### src/rtl/dmem_arbiter_if.sv
// Requester-side bus for the data memory arbiter: one instance per requester.
// The requester holds req/we/addr/wd until gnt; read data returns on rvalid/rdata.
interface dmem_arbiter_if #(
  parameter int AW = 16,
  parameter int DW = 16
);
  logic          req;
  logic          we;
  logic [AW-1:0] addr;
  logic [DW-1:0] wd;
  logic          gnt;
  logic          rvalid;
  logic [DW-1:0] rdata;

  modport master (output req, output we, output addr, output wd,
                  input  gnt, input  rvalid, input  rdata);
  modport slave  (input  req, input  we, input  addr, input  wd,
                  output gnt, output rvalid, output rdata);
endinterface

### src/rtl/dmem_arbiter.sv
// Two-requester arbiter/sequencer for a single-port synchronous-read data memory.
// Port p0 is the pipeline MEM stage, port p1 the secondary master (loader/DMA).
// One access per cycle; read data returns to the issuing port one cycle after gnt.
// Out-of-range accesses (addr >= DEPTH) are filtered: writes dropped, reads return 0,
// and err_oob pulses the following cycle.
// Optional build macro DMEM_ARB_PERF_EN adds saturating grant/conflict counters.
module dmem_arbiter #(
  parameter int AW       = 16,
  parameter int DW       = 16,
  parameter int DEPTH    = 256,
  parameter int FIXED_P0 = 1,
  parameter int MAX_WAIT = 4
) (
  input  logic          clk,
  input  logic          rst_n,
  dmem_arbiter_if.slave p0,
  dmem_arbiter_if.slave p1,
  output logic [AW-1:0] mem_addr,
  output logic [DW-1:0] mem_wd,
  output logic          mem_we,
  input  logic [DW-1:0] mem_rd,
  output logic          err_oob
`ifdef DMEM_ARB_PERF_EN
  ,
  output logic [15:0]   perf_gnt0,
  output logic [15:0]   perf_gnt1,
  output logic [15:0]   perf_conflict
`endif
);

  localparam int WCW = $clog2(MAX_WAIT + 1);
  localparam logic [WCW-1:0] MAX_WAIT_C = WCW'(MAX_WAIT);
  localparam logic [AW:0]    DEPTH_C    = (AW + 1)'(DEPTH);

  function automatic logic [WCW-1:0] wait_inc(input logic [WCW-1:0] v);
    return (v == MAX_WAIT_C) ? v : v + 1'b1;
  endfunction

  function automatic logic in_range(input logic [AW-1:0] a);
    return ({1'b0, a} < DEPTH_C);
  endfunction

`ifdef DMEM_ARB_PERF_EN
  function automatic logic [15:0] sat_inc16(input logic [15:0] v);
    return (v == 16'hFFFF) ? v : v + 16'd1;
  endfunction
`endif

  logic           rr_ptr;
  logic [WCW-1:0] wait_cnt;
  logic [AW-1:0]  addr_hold;
  logic           sel1;
  logic           gnt0;
  logic           gnt1;
  logic           any_gnt;
  logic           acc_we;
  logic           acc_oob;
  logic [AW-1:0]  acc_addr;
  logic [DW-1:0]  acc_wd;

  logic [1:0]     rsp_vld_p1;
  logic           rsp_oob_p1;
  logic [DW-1:0]  rsp_data_p1;
  logic [DW-1:0]  rdata_hold0;
  logic [DW-1:0]  rdata_hold1;

  // Arbitration and selection of the winning request (combinational grant)
  always_comb begin
    sel1 = 1'b0;
    if (p1.req) begin
      if (!p0.req)             sel1 = 1'b1;
      else if (FIXED_P0 != 0)  sel1 = (wait_cnt == MAX_WAIT_C);
      else                     sel1 = rr_ptr;
    end
    gnt1     = rst_n & sel1;
    gnt0     = rst_n & p0.req & ~sel1;
    any_gnt  = gnt0 | gnt1;
    acc_addr = gnt1 ? p1.addr : p0.addr;
    acc_wd   = gnt1 ? p1.wd   : p0.wd;
    acc_we   = gnt1 ? p1.we   : p0.we;
    acc_oob  = ~in_range(acc_addr);
  end

  assign p0.gnt   = gnt0;
  assign p1.gnt   = gnt1;
  assign mem_addr = any_gnt ? acc_addr : addr_hold;
  assign mem_wd   = any_gnt ? acc_wd : '0;
  assign mem_we   = any_gnt & acc_we & ~acc_oob;

  // Arbitration history: round-robin pointer, p1 starvation counter, last granted address
  always_ff @(posedge clk or negedge rst_n) begin
    if (!rst_n) begin
      rr_ptr    <= 1'b0;
      wait_cnt  <= '0;
      addr_hold <= '0;
    end else begin
      if (gnt0)      rr_ptr <= 1'b1;
      else if (gnt1) rr_ptr <= 1'b0;
      if (!p1.req || gnt1) wait_cnt <= '0;
      else                 wait_cnt <= wait_inc(wait_cnt);
      if (any_gnt) addr_hold <= acc_addr;
    end
  end

  // Response stage p1: remember which port issued a read and whether it was out of range
  always_ff @(posedge clk or negedge rst_n) begin
    if (!rst_n) begin
      rsp_vld_p1 <= 2'b00;
      rsp_oob_p1 <= 1'b0;
      err_oob    <= 1'b0;
    end else begin
      rsp_vld_p1 <= {gnt1 & ~acc_we, gnt0 & ~acc_we};
      rsp_oob_p1 <= acc_oob;
      err_oob    <= any_gnt & acc_oob;
    end
  end

  // Memory data arrives during the response cycle itself, so it is forwarded
  // directly while rvalid is high and captured for the hold value afterwards.
  assign rsp_data_p1 = rsp_oob_p1 ? '0 : mem_rd;
  assign p0.rvalid   = rsp_vld_p1[0];
  assign p1.rvalid   = rsp_vld_p1[1];
  assign p0.rdata    = rsp_vld_p1[0] ? rsp_data_p1 : rdata_hold0;
  assign p1.rdata    = rsp_vld_p1[1] ? rsp_data_p1 : rdata_hold1;

  // Per-port read data hold: keeps the last delivered word until the next response
  always_ff @(posedge clk or negedge rst_n) begin
    if (!rst_n) begin
      rdata_hold0 <= '0;
      rdata_hold1 <= '0;
    end else begin
      if (rsp_vld_p1[0]) rdata_hold0 <= rsp_data_p1;
      if (rsp_vld_p1[1]) rdata_hold1 <= rsp_data_p1;
    end
  end

`ifdef DMEM_ARB_PERF_EN
  // Saturating performance counters: grants per port and cycles with both requesting
  always_ff @(posedge clk or negedge rst_n) begin
    if (!rst_n) begin
      perf_gnt0     <= '0;
      perf_gnt1     <= '0;
      perf_conflict <= '0;
    end else begin
      if (gnt0)              perf_gnt0     <= sat_inc16(perf_gnt0);
      if (gnt1)              perf_gnt1     <= sat_inc16(perf_gnt1);
      if (p0.req && p1.req)  perf_conflict <= sat_inc16(perf_conflict);
    end
  end
`endif

endmodule

### src/flat_wrapper.sv
// flat-port wrapper written by rule: the top's interface ports become plain ports
module dmem_arbiter_flat 
#(
  parameter int AW       = 16,
  parameter int DW       = 16,
  parameter int DEPTH    = 256,
  parameter int FIXED_P0 = 1,
  parameter int MAX_WAIT = 4
)
  (clk, rst_n, mem_addr, mem_wd, mem_we, mem_rd, err_oob, p0_req, p0_we, p0_addr, p0_wd, p0_gnt, p0_rvalid, p0_rdata, p1_req, p1_we, p1_addr, p1_wd, p1_gnt, p1_rvalid, p1_rdata);
  dmem_arbiter_if #(.AW(AW), .DW(DW)) p0_i ();
  dmem_arbiter_if #(.AW(AW), .DW(DW)) p1_i ();
  input  logic clk;
  input  logic rst_n;
  output logic [AW-1:0] mem_addr;
  output logic [DW-1:0] mem_wd;
  output logic mem_we;
  input  logic [DW-1:0] mem_rd;
  output logic err_oob;
  input wire logic [$bits(p0_i.req)-1:0] p0_req;
  input wire logic [$bits(p0_i.we)-1:0] p0_we;
  input wire logic [$bits(p0_i.addr)-1:0] p0_addr;
  input wire logic [$bits(p0_i.wd)-1:0] p0_wd;
  output wire logic [$bits(p0_i.gnt)-1:0] p0_gnt;
  output wire logic [$bits(p0_i.rvalid)-1:0] p0_rvalid;
  output wire logic [$bits(p0_i.rdata)-1:0] p0_rdata;
  input wire logic [$bits(p1_i.req)-1:0] p1_req;
  input wire logic [$bits(p1_i.we)-1:0] p1_we;
  input wire logic [$bits(p1_i.addr)-1:0] p1_addr;
  input wire logic [$bits(p1_i.wd)-1:0] p1_wd;
  output wire logic [$bits(p1_i.gnt)-1:0] p1_gnt;
  output wire logic [$bits(p1_i.rvalid)-1:0] p1_rvalid;
  output wire logic [$bits(p1_i.rdata)-1:0] p1_rdata;
  assign p0_i.req = p0_req;
  assign p0_i.we = p0_we;
  assign p0_i.addr = p0_addr;
  assign p0_i.wd = p0_wd;
  assign p0_gnt = p0_i.gnt;
  assign p0_rvalid = p0_i.rvalid;
  assign p0_rdata = p0_i.rdata;
  assign p1_i.req = p1_req;
  assign p1_i.we = p1_we;
  assign p1_i.addr = p1_addr;
  assign p1_i.wd = p1_wd;
  assign p1_gnt = p1_i.gnt;
  assign p1_rvalid = p1_i.rvalid;
  assign p1_rdata = p1_i.rdata;
  dmem_arbiter #(.AW(AW), .DW(DW), .DEPTH(DEPTH), .FIXED_P0(FIXED_P0), .MAX_WAIT(MAX_WAIT)) u_core (.clk(clk), .rst_n(rst_n), .p0(p0_i), .p1(p1_i), .mem_addr(mem_addr), .mem_wd(mem_wd), .mem_we(mem_we), .mem_rd(mem_rd), .err_oob(err_oob));
endmodule
### config.mk
export PLATFORM = sky130hd
export DESIGN_NAME = dmem_arbiter_flat
export DESIGN_NICKNAME = d
export VERILOG_FILES = /design/src/rtl/dmem_arbiter_if.sv /design/src/rtl/dmem_arbiter.sv /design/src/flat_wrapper.sv
export SDC_FILE = /design/constraint.sdc
export NUM_CORES = 1
export LEC_CHECK = 0
export CAP_MARGIN = 20
export CELL_PAD_IN_SITES_DETAIL_PLACEMENT = 1
export CELL_PAD_IN_SITES_GLOBAL_PLACEMENT = 2
export CORE_UTILIZATION = 24
export CTS_BUF_LIST = sky130_fd_sc_hd__clkbuf_16
export CTS_CLUSTER_DIAMETER = 30
export DETAILED_ROUTE_END_ITERATION = 10
export PLACE_DENSITY_LB_ADDON = 0.1
export SYNTH_ARGS = -nofsm -noshare
export SYNTH_HDL_FRONTEND = slang
export SYNTH_SLANG_ARGS = --single-unit
export TNS_END_PERCENT = 10
### constraint.sdc
create_clock -name clk -period 3.3 [get_ports clk]
set_input_delay 0.66 -clock clk [delete_from_list [all_inputs] [get_ports clk]]
set_output_delay 0.66 -clock clk [all_outputs]
set_load 0.03 [all_outputs]
==> reports/qor.yml <==
timing:
  finalWorstSetupSlack_ns: 0.07355
  period_needed_ns: 3.226
  fin_skew_ns: 0.002958
  timing.max_slew.rel_slack_pct: 59.75
  timing.final.hold_violations: 0
  hold_ws_ns: 0.2314
  final-max-slew-violation-count: 0
  rsz_0062_raised_after_global_routing: "no"
  setup_viol: 0
  transition_time_at_the_pin_with_the_least_slew_margin_ns: 0.6038
  final_min_period_over_clock_period_pct: 97.77
  fmaxAchievable_mhz: 309.9
  setup-tns-final_ns: 0
worst_setup_path:
  crit_path_max_incr_delay_ns: 0.69
  path_cells: "clkdlybuf4s50_1 > and2_1 > buf_12 > nand3_1 > a21oi_1 > clkdlybuf4s50_1"
  critPathMostFrequentCell: "sky130_fd_sc_hd__clkdlybuf4s50_1"
  crit_path_max_fanout: 18
  timing.critical_path.from: "p1_req"
  timing.rr.start: "u_core.wait_cnt[0]"
  worstPathRequired_ns: 2.64
  critical-path-top-delay-family: "buffers and inverters"
  setup.worst_path.class: "input pin to primary output"
  worstSetupEndpointType: "primary output"
  timing.critical_path.slowest_stage_cell: "sky130_fd_sc_hd__clkdlybuf4s50_1"
  critical_path_buf_inv_count: 3
  cp_data_arrival_time_ns: 2.57
  setup.worst_path.start_class: "input pin"
final_layout:
  antennaDiodeCount: 0
  finish.net_count: 517
  layout.cells.most_common: "sky130_fd_sc_hd__clkdlybuf4s50_1"
  area_delta_synth_final_pct: 68.66
  most_frequent_cells_in_the_layout: "sky130_fd_sc_hd__clkdlybuf4s50_1, sky130_fd_sc_hd__dfrtp_1, sky130_fd_sc_hd__mux2_2, sky130_fd_sc_hd__nor2_1"
  multi_input_comb_area_sq_um: 1331
  sequential_cell_area_sq_um: 1376
  num-fill-cells: 1269
  finish.utilization_pct: 42.04
  post_route_cells_drive_above_1_share_pct: 23.26
detailed_routing:
  drt_first_pass_iters: 7
  postRouteAntennaNets: 0
  vias: 2698
  detailedRoute.firstIterationViolations: 102
  drt_drc_violations_left: 20
  route.detailed.vias_per_inst: 4.709
  wl_um: 9574
  drt-wirelength-per-cell_um: 16.71
die:
  floorplan.rows: 39
  floorplan.initialDensity_pct: 24.92
  io-pin-count: 156
  die_ht_um: 111.4
  fp.dieW_um: 111.4
  dieArea_sq_um: 12400
  placeableCoreArea_sq_um: 11520
clock_tree:
  insertion_delay_ns: 0.30
  cts-htree-levels: 2
  clock_tree.buffer_depth: 2
  clock-root-buffer: "sky130_fd_sc_hd__clkbuf_16"
  numCtsBuffers: 5
  clkSlewWorstSetupHoldPaths_ns: 0.07
  cts_tree: "built"
  cts_post_setup_buffers_inserted: 0
  clkSinkCount: 55
placed_design:
  placement.io_buffers: 155
  final_gp_congestion: 0.7360
  dp.final_hpwl_um: 7297
  pre_cts_slack_ns: 0.02282
outcome:
  status: "finished, violations left"
  violations: "DRC"
logic_synthesis:
  postSynthAreaPerCell_sq_um: 10.48
  synth_fp_nets: 362
  postSynthCellCount: 274
  syn_area_sq_um: 2870
  synth_seq_cells: 55
  yosysWarningCount: 0
  synth_cell_type_count: 33
  synth-seq-area-share_pct: 47.95
grt:
  grt_util_met2_pct: 26.92
  global_route.overflow_total: 0
  first_global_vias: 2949
  initial_antenna_violation_count: 0
  use_met1_pct: 19.14
  grt_usage_pct: 15.91
  grt_pass1_wl_um: 15580
  grt_max_degree: 47
  use_met3_pct: 5.607
  gr-max-usage-layer: "met2"
power:
  peakVddDrop_uv: 176.7
  power_per_cell_area_nw_per_um2: 357.4
  power.total_uw: 1730
  leakage_uw: 0.002166
hold_path:
  timing.hold.worst.class: "input pin to async pin"
run:
  timing.max_cap.violations: 0
[where the power goes]
part	internal, uW	leakage (uW)	switching, uW
combinational	235	0.00138	241
sequential	706	0.000711	12.9
clock	285	0.0000742	251
[what timing repair did]
action | CTS | global route
setup endpoints to repair | 0 | 9
hold buffers | 0 | 0
gates resized for setup | 0 | 9
[kinds of logic after synthesis]
kind of cell,count (synthesis),synth area share [%]
flip-flops,55,47.95
adder cells (fa/ha/maj),2,0.8717
buffers and inverters,27,5.797
multiplexers,33,12.95
AO/OA/AOI/OAI,71,16.22
AND/OR/NAND/NOR,85,15.91
XOR/XNOR,1,0.3052
[worst reg2reg max path, cell delays in order (launching register included)]
cell and delay [ns]:
sky130_fd_sc_hd__dfrtp_1 0.39, sky130_fd_sc_hd__inv_1 0.09, sky130_fd_sc_hd__ha_1 0.29, sky130_fd_sc_hd__a21bo_1 0.22
sky130_fd_sc_hd__buf_12 0.19, sky130_fd_sc_hd__nand2_2 0.25, sky130_fd_sc_hd__a211oi_2 0.32
[synth_stat cells (all sizes together)]
cell,n,area [sq um]
dfrtp,55,1376
mux2,33,371.6
nor2,25,93.84
o21ai,25,125.1
a21oi,24,120.1
nand3,19,95.09
buf,16,122.6
and2b,11,96.34
a211oi,8,100.1
a31oi,8,50.05
nor3,8,40.04
clkbuf,7,28.78
nor2b,7,43.79
inv,4,15.01
nand2,4,17.52
nor4,4,25.02
and3,3,18.77
and2,2,12.51
ha,2,25.02
a21bo,1,10.01
a21boi,1,18.77
a221oi,1,15.01
nand3b,1,7.510
nand4,1,6.260
o2111a,1,11.26
o211ai,1,7.510
o21a,1,7.510
xnor2,1,8.760
[layer usage]
layer  vias up  share of wire, %
met5         -                 0
met4         0               1.1
met3         7               8.8
met2       103                49
met1      1308                41
li1       1280                 -
[metrics by stage]
stage          cell area, sq um  std cells
2_1_floorplan              2870        274
3_5_place_dp               4671        565
5_1_grt                    4841        573
6_report                   4841        573
3_3_place_gp               4671        565
4_1_cts                    4818        573
[path summary, 6_finish.rpt]
check	cells past startpoint	slack, ns	endpoint
min	1	0.23	u_core.addr_hold[5]
max	6	0.07	mem_wd[2]
min reg2reg	1	0.50	u_core.rdata_hold1[1]
min in group clk	1	0.50	u_core.rdata_hold1[1]
max reg2reg	6	1.44	u_core.addr_hold[6]
max in group asynchronous	3	2.04	u_core.addr_hold[1]
[sequential cells by signal (all words and copies together), names as in the netlist]
| register | cells |
|---|---|
| u_core.wait_cnt | 3 |
| u_core.addr_hold | 16 |
| u_core.rsp_vld_p1 | 2 |
| u_core.rdata_hold1 | 16 |
| u_core.rdata_hold0 | 16 |
| u_core.err_oob | 1 |
| u_core.rsp_oob_p1 | 1 |
[final cells by class]
class                      instances  share of cell area, %
inverter                           4                 0.3102
clock buffer                       5                  2.585
clock inverter                     3                 0.4652
multi-input combinational        192                  27.50
sequential                        55                  28.43
timing repair buffer             171                  37.01
tap                              143                  3.696
No activity file was read; power rests on OpenSTA's default activity.
